===== config.mk =====
export PLATFORM = sky130hd
export DESIGN_NAME = packet_builder_flat
export DESIGN_NICKNAME = d
export VERILOG_FILES = /design/src/rtl/packet_builder_pkg.sv /design/src/rtl/packet_builder_if.sv /design/src/rtl/packet_builder_seq_table.sv /design/src/rtl/packet_builder.sv /design/src/flat_wrapper.sv
export SDC_FILE = /design/constraint.sdc
export NUM_CORES = 2
export LEC_CHECK = 0
export BUFFER_PORTS_ARGS = -buffer_cell sky130_fd_sc_hd__buf_2
export CAP_MARGIN = 20
export CORE_ASPECT_RATIO = 0.6
export CORE_MARGIN = 10
export CORE_UTILIZATION = 55
export DETAILED_ROUTE_END_ITERATION = 16
export GPL_TIMING_DRIVEN = 0
export PLACE_DENSITY = 0.84
export SETUP_SLACK_MARGIN = 0.4
export SLEW_MARGIN = 25
export SYNTH_ARGS = -nofsm -noshare
export SYNTH_HDL_FRONTEND = slang
export SYNTH_SLANG_ARGS = --single-unit

===== constraint.sdc =====
create_clock -name clk -period 11.6 [get_ports clk]
set_clock_uncertainty 0.1 [all_clocks]
set_input_delay 1.16 -clock clk [delete_from_list [all_inputs] [get_ports clk]]
set_output_delay 1.16 -clock clk [all_outputs]
set_load 0.02 [all_outputs]

===== src/rtl/packet_builder_pkg.sv =====
// Shared types and constants for the packet builder slice.
package parser_pkg;

  typedef enum logic [1:0] {
    IDLE,
    HDR0,
    HDR1,
    DATA
  } state_t;

  localparam int unsigned HDR_BYTES         = 8;
  localparam int unsigned MAX_PAYLOAD_BYTES = 37;

  localparam int unsigned LEN_W    = 16;
  localparam int unsigned STREAM_W = 16;
  localparam int unsigned SEQ_W    = 32;

  localparam int unsigned PAYLOAD_W = 296;
  localparam int unsigned PLEN_W    = 6;
  localparam int unsigned WORD_W    = 32;

endpackage


===== src/rtl/packet_builder_if.sv =====
// Payload request and packet word bus between a source/sink and the builder.
interface packet_builder_if;
  import parser_pkg::*;

  logic [0:PAYLOAD_W-1]  payloadIn;
  logic [PLEN_W-1:0]     payloadLen;
  logic [STREAM_W-1:0]   streamId;
  logic                  seqSkip;
  logic                  payloadIn_val;
  logic                  payloadIn_ready;

  logic [WORD_W-1:0]     dataOut;
  logic                  dataOut_val;
  logic                  dataOut_ready;
  logic                  dataOut_last;
  logic                  badLength;

  modport master (
    output payloadIn, payloadLen, streamId, seqSkip, payloadIn_val, dataOut_ready,
    input  payloadIn_ready, dataOut, dataOut_val, dataOut_last, badLength
  );

  modport slave (
    input  payloadIn, payloadLen, streamId, seqSkip, payloadIn_val, dataOut_ready,
    output payloadIn_ready, dataOut, dataOut_val, dataOut_last, badLength
  );

endinterface


===== src/rtl/packet_builder_seq_table.sv =====
// Per-stream 32-bit sequence counters: one read port, one write port.
module seq_table #(
  parameter int unsigned NUM_STREAMS = 32,
  parameter int unsigned IDX_W       = 5
) (
  input  logic             clk,
  input  logic             reset_b,
  input  logic [IDX_W-1:0] rd_idx,
  output logic [31:0]      rd_data,
  input  logic             wr_en,
  input  logic [IDX_W-1:0] wr_idx,
  input  logic [31:0]      wr_data
);

  logic [31:0] seqs [NUM_STREAMS];

  // Counter storage; cleared asynchronously so every stream restarts at 0
  always_ff @(posedge clk or negedge reset_b) begin
    if (!reset_b) begin
      for (int unsigned i = 0; i < NUM_STREAMS; i++) begin
        seqs[i] <= '0;
      end
    end else if (wr_en) begin
      seqs[wr_idx] <= wr_data;
    end
  end

  assign rd_data = seqs[rd_idx];

endmodule


===== src/rtl/packet_builder.sv =====
// Packet builder: wraps a payload in a two-word header (length/stream,
// sequence) and streams it out as 32-bit words with valid/ready.
module packet_builder #(
  parameter int unsigned NUM_STREAMS       = 32,
  parameter int unsigned MAX_PAYLOAD_BYTES = 37
) (
  input  logic             clk,
  input  logic             reset_b,
  packet_builder_if.slave  bus
);
  import parser_pkg::*;

  localparam int unsigned       IDX_W   = (NUM_STREAMS > 1) ? $clog2(NUM_STREAMS) : 1;
  localparam logic [PLEN_W-1:0] MAX_LEN = PLEN_W'(MAX_PAYLOAD_BYTES);

  state_t               state_q, state_d;
  logic [0:PAYLOAD_W-1] pay_q;
  logic [PLEN_W-1:0]    len_q;
  logic [STREAM_W-1:0]  sid_q;
  logic                 skip_q;
  logic [3:0]           word_q;
  logic                 run_q;
  logic                 bad_q;

  logic                 in_xfer;
  logic                 len_ok;
  logic [PLEN_W-1:0]    len_m1;
  logic [3:0]           last_idx;
  logic                 last_word;
  logic [IDX_W-1:0]     idx;
  logic [SEQ_W-1:0]     cur_seq;
  logic [SEQ_W-1:0]     new_seq;
  logic                 seq_we;
  logic [LEN_W-1:0]     hdr_len;
  logic [WORD_W-1:0]    data_word;

  // run_q keeps ready low while reset is held and raises it on the first edge after
  assign bus.payloadIn_ready = run_q && (state_q == IDLE);
  assign bus.badLength       = bad_q;

  assign in_xfer   = bus.payloadIn_val && bus.payloadIn_ready;
  assign len_ok    = (bus.payloadLen != '0) && (bus.payloadLen <= MAX_LEN);
  assign len_m1    = len_q - PLEN_W'(1);
  assign last_idx  = len_m1[5:2];
  assign last_word = (word_q == last_idx);
  assign idx       = sid_q[IDX_W-1:0];
  assign new_seq   = cur_seq + (skip_q ? 32'd2 : 32'd1);
  assign hdr_len   = LEN_W'(len_q) + LEN_W'(HDR_BYTES);

  seq_table #(
    .NUM_STREAMS (NUM_STREAMS),
    .IDX_W       (IDX_W)
  ) u_seq (
    .clk     (clk),
    .reset_b (reset_b),
    .rd_idx  (idx),
    .rd_data (cur_seq),
    .wr_en   (seq_we),
    .wr_idx  (idx),
    .wr_data (new_seq)
  );

  // Select the four payload bytes of the current data word, zeroing bytes past len
  always_comb begin
    logic [7:0] pay_bytes [64];
    logic [5:0] bi;
    data_word = '0;
    bi        = '0;
    for (int unsigned k = 0; k < 64; k++) begin
      pay_bytes[k] = '0;
    end
    for (int unsigned k = 0; k < PAYLOAD_W / 8; k++) begin
      pay_bytes[k] = pay_q[8*k +: 8];
    end
    for (int unsigned j = 0; j < 4; j++) begin
      bi = {word_q, 2'(j)};
      if (bi < len_q) begin
        data_word[31-8*j -: 8] = pay_bytes[bi];
      end
    end
  end

  // State register
  always_ff @(posedge clk or negedge reset_b) begin
    if (!reset_b) begin
      state_q <= IDLE;
    end else begin
      state_q <= state_d;
    end
  end

  // Next state and output word; the counter is committed only with the last word
  always_comb begin
    state_d          = state_q;
    bus.dataOut_val  = 1'b0;
    bus.dataOut_last = 1'b0;
    bus.dataOut      = '0;
    seq_we           = 1'b0;
    unique case (state_q)
      IDLE: begin
        if (in_xfer && len_ok) state_d = HDR0;
      end
      HDR0: begin
        bus.dataOut_val = 1'b1;
        bus.dataOut     = {hdr_len, sid_q};
        if (bus.dataOut_ready) state_d = HDR1;
      end
      HDR1: begin
        bus.dataOut_val = 1'b1;
        bus.dataOut     = new_seq;
        if (bus.dataOut_ready) state_d = DATA;
      end
      DATA: begin
        bus.dataOut_val  = 1'b1;
        bus.dataOut      = data_word;
        bus.dataOut_last = last_word;
        if (bus.dataOut_ready && last_word) begin
          state_d = IDLE;
          seq_we  = 1'b1;
        end
      end
      default: state_d = IDLE;
    endcase
  end

  // Request capture, bad-length pulse and data-word index
  always_ff @(posedge clk or negedge reset_b) begin
    if (!reset_b) begin
      pay_q  <= '0;
      len_q  <= '0;
      sid_q  <= '0;
      skip_q <= 1'b0;
      word_q <= '0;
      run_q  <= 1'b0;
      bad_q  <= 1'b0;
    end else begin
      run_q <= 1'b1;
      bad_q <= in_xfer && !len_ok;
      if (in_xfer) begin
        pay_q  <= bus.payloadIn;
        len_q  <= bus.payloadLen;
        sid_q  <= bus.streamId;
        skip_q <= bus.seqSkip;
        word_q <= '0;
      end else if (state_q == DATA && bus.dataOut_ready && !last_word) begin
        word_q <= word_q + 4'd1;
      end
    end
  end

endmodule


===== src/flat_wrapper.sv =====
// flat-port wrapper written by rule: the top's interface ports become plain ports
module packet_builder_flat import parser_pkg::*;
#(
  parameter int unsigned NUM_STREAMS       = 32,
  parameter int unsigned MAX_PAYLOAD_BYTES = 37
)
  (clk, reset_b, bus_payloadIn, bus_payloadLen, bus_streamId, bus_seqSkip, bus_payloadIn_val, bus_dataOut_ready, bus_payloadIn_ready, bus_dataOut, bus_dataOut_val, bus_dataOut_last, bus_badLength);
  packet_builder_if bus_i ();
  input  logic clk;
  input  logic reset_b;
  input wire logic [$bits(bus_i.payloadIn)-1:0] bus_payloadIn;
  input wire logic [$bits(bus_i.payloadLen)-1:0] bus_payloadLen;
  input wire logic [$bits(bus_i.streamId)-1:0] bus_streamId;
  input wire logic [$bits(bus_i.seqSkip)-1:0] bus_seqSkip;
  input wire logic [$bits(bus_i.payloadIn_val)-1:0] bus_payloadIn_val;
  input wire logic [$bits(bus_i.dataOut_ready)-1:0] bus_dataOut_ready;
  output wire logic [$bits(bus_i.payloadIn_ready)-1:0] bus_payloadIn_ready;
  output wire logic [$bits(bus_i.dataOut)-1:0] bus_dataOut;
  output wire logic [$bits(bus_i.dataOut_val)-1:0] bus_dataOut_val;
  output wire logic [$bits(bus_i.dataOut_last)-1:0] bus_dataOut_last;
  output wire logic [$bits(bus_i.badLength)-1:0] bus_badLength;
  assign bus_i.payloadIn = bus_payloadIn;
  assign bus_i.payloadLen = bus_payloadLen;
  assign bus_i.streamId = bus_streamId;
  assign bus_i.seqSkip = bus_seqSkip;
  assign bus_i.payloadIn_val = bus_payloadIn_val;
  assign bus_i.dataOut_ready = bus_dataOut_ready;
  assign bus_payloadIn_ready = bus_i.payloadIn_ready;
  assign bus_dataOut = bus_i.dataOut;
  assign bus_dataOut_val = bus_i.dataOut_val;
  assign bus_dataOut_last = bus_i.dataOut_last;
  assign bus_badLength = bus_i.badLength;
  packet_builder #(.NUM_STREAMS(NUM_STREAMS), .MAX_PAYLOAD_BYTES(MAX_PAYLOAD_BYTES)) u_core (.clk(clk), .reset_b(reset_b), .bus(bus_i));
endmodule

==> impl_metrics.yaml <==
synthesis:
  synth.avg_cell_area_um2: 10.2
  synth_cells: 6427
  yosys_register_bits: 1351
  synth-main-ff-cell: "dfrtp_1"
  syn-num-nets: 6767
  async_flop_share: 1.00
  synth.distinct_cells: 70
  netlist_area_um2: 65800
  synth_edf_count: 0
  ys_warn_count: 0
  seq_area_frac_synth: 0.514
job:
  drv_cap: 0
global_route:
  grt_max_degree: 133
  use_met3: 0.329
  track_usage: 0.490
  grt_use_met2: 0.612
  grt_pass1_wl_mm: 462
  antenna_found_initial: 24
  met1_usage: 0.637
  first_global_vias: 59193
  grt-ovfl-total: 0
  top_usage_layer: "met1"
pwr:
  p_leak_nw: 33.0
  ir_drop_uv: 164
  powerDensity_nw_per_um2: 201
clocking:
  cts_num_sinks: 1351
  ctsLongestPathBuffers: 3
  root_buffer: "clkbuf_16"
  cts-htree-levels: 4
  cts_hold_buf: 0
  worstSkewPairLatency_ps: 840
  cts_buffers: 132
  clk_pin_slew_ps: 60
  cts_tree: "done"
worst_setup_path:
  crit_top_cell: "buf_2"
  reg2reg_depth: 20
  crit_type: "reg -> out"
  cpPeakStageDelay_ps: 890
  path_delay_family: "buffers and inverters"
  slowest_stage: "clkbuf_1"
  crit_path_end_kind: "output pin"
  crit_cells: 21
  cp.arrival_ps: 10130
  critical_path_required_ps: 10340
  path_buf_inv: 12
  crit_path_start_kind: "flop"
  crit_fanout: 11
  path_cells: "buf_4 -> buf_6 -> buf_4 -> buf_4 -> buf_4 -> buf_2 -> buf_2 -> buf_2 -> buf_2 -> mux4_2 -> a22oi_1 -> nand4_1 -> ha_1 -> fa_1 -> nand2_1 -> clkbuf_1 -> nor3b_1 -> xnor2_1 -> clkbuf_1 -> o22ai_1 -> buf_2"
run_status:
  outcome: "finished, final reports clean"
floorplan:
  die_h_um: 288
  rows: 98
  die_w_um: 466
  core_um2: 119000
  dieArea_um2: 134000
  start_util: 0.553
  io-pin-count: 359
timing:
  slew_headroom: 0.125
  finalSetupViolCount: 0
  rsz0062_at_grt: "no"
  report.final.slew_viol_count: 0
  max_freq_ghz: 0.0878
  hold_violations: 0
  fin_crit_ps: 11390
  worstMarginPinSlew_ps: 1310
  timing.final.crit_share: 0.981
  tns_ps: 0
place:
  hpwlAfterDp_mm: 246
  placed_area_um2: 70200
  gp_congestion: 1.08
  portBuffers: 358
final_layout:
  design_area_um2: 74900
  final_cell_mix: "1351 x dfrtp_1, 1182 x nand2_1, 597 x o21ai_0"
  drive_above_1_share: 0.185
  nets: 7282
  layout_commonest_cell: "dfrtp_1"
  synthToLayoutAreaGrowth_pct: 13.9
min_path:
  hold_class: "in -> async"
routing:
  final_antenna_net_count: 0
  drcViolationCount: 0
  num_vias: 63740
  drt_iter0_markers: 12427
  via_per_inst: 7.35
  firstDrtPassIters: 13
  wl_mm: 339
  routedWlPerCell_um: 39.1
per-layer routing:
metal / vias to the layer above / part of all wire
met5: - / 0.0023
met3: 1383 / 0.20
met2: 6437 / 0.37
li1: 24149 / -
met4: 30 / 0.060
met1: 31741 / 0.37
final timing paths:
kind,from,to,slack [ps]
setup / recovery,u_core.sid_q[0],bus_dataOut[8],210
hold / removal,reset_b,u_core.pay_q[150],180
setup reg to reg,u_core.sid_q[0],u_core.u_seq.seqs[648],2180
hold reg to reg,u_core.u_seq.seqs[0],u_core.u_seq.seqs[0],370
max in group asynchronous,reset_b,u_core.u_seq.seqs[922],8470
min in group clk,u_core.u_seq.seqs[0],u_core.u_seq.seqs[0],370
cells in the mapped netlist (8+ instances only):
cell,number,area share
o21ai_1,16,0.0012
a31o_1,8,0.0011
nand3_1,192,0.015
and3_1,37,0.0035
nor2_1,196,0.011
a211oi_1,27,0.0031
dfrtp_1,1351,0.51
o31ai_1,294,0.034
xnor2_1,14,0.0019
buf_6,10,0.0017
or4_1,14,0.0016
mux4_2,88,0.030
a21oi_1,9,0.00068
o22ai_1,247,0.023
o21ai_0,598,0.046
nand2_1,1182,0.067
and2_1,63,0.0060
nor4_2,27,0.0051
buf_4,39,0.0045
and4_1,9,0.0012
buf_2,79,0.0060
mux2i_1,506,0.077
nor4_1,65,0.0062
clkbuf_1,519,0.030
nand4_1,183,0.017
ha_1,16,0.0030
nor3_1,12,0.00091
buf_1,45,0.0026
a31o_2,25,0.0033
a22oi_1,62,0.0071
mux2_2,312,0.053
o211ai_1,52,0.0059
inv_1,14,0.00080
nand2b_1,8,0.00076
a211o_1,26,0.0035
area by class of cell:
type	instances	area, um^2
clock buffers	193	3810
fillers	9674	44100
plain buffers	692	3060
multi-input cells	4370	29100
flip-flops and latches	1351	33800
inverters	14	52.6
diodes	27	67.6
well taps	1600	2000
clock inverters	42	667
repair buffers	381	2330
what timing repair did:
action                     4_1_cts  5_1_grt
resized for setup                0        1
setup endpoints to repair        0        1
setup buffers                    0        0
sequential cells by signal, summed over array words and instances, names as in the netlist:
register / count
u_core.len_q: 6
u_core.sid_q: 16
u_core.state_q: 2
u_core.skip_q: 1
u_core.bus.badLength: 1
u_core.word_q: 4
u_core.run_q: 1
u_core.pay_q: 296
u_core.u_seq.seqs: 1024
cells by family (layout without fill, tap and decap cells):
logic type / count (synthesis) / after routing / share of synthesized area
simple gates: 2030 / 2030 / 0.142
buf+inv: 706 / 1322 / 0.0452
other cells: 1 / 28 / 0.0000570
xor+xnor: 20 / 20 / 0.00266
mux: 906 / 906 / 0.161
fa+ha+maj: 17 / 17 / 0.00335
flops: 1351 / 1351 / 0.514
compound gates: 1396 / 1396 / 0.132
stage by stage:
stage          hold slack (ps)   util  instances  setup slack [ps]  power, mW
2_1_floorplan              333      -       6427              4950       8.21
3_3_place_gp               346  0.585       8385            -20500       9.95
4_1_cts                    234  0.628       8641               762       14.6
3_5_place_dp               356  0.591       8406              1640       10.1
6_report                   178  0.630       8670               215       15.1
5_1_grt                    243  0.629       8655               488       15.2
where the power goes:
group | leakage, nW | switching (mW) | internal, mW | total, mW
Combinational | 12.6 | 3.01 | 1.67 | 4.68
Sequential | 18.2 | 0.425 | 5.30 | 5.72
Clock | 2.19 | 2.09 | 2.56 | 4.65
Total | 33.0 | 5.53 | 9.53 | 15.1
worst reg2reg max path: stages (launching register included):
cell	delay, ps
dfrtp_1	460
buf_4	300
buf_6	280
buf_4	400
buf_4	300
buf_4	390
buf_2	760
buf_2	430
buf_2	420
buf_2	560
mux4_2	610
a22oi_1	290
nand4_1	220
ha_1	280
fa_1	600
nand2_1	150
clkbuf_1	840
nor3b_1	190
xnor2_1	520
clkbuf_1	890
o21ai_0	260
Power figures use the tool's default switching activity.
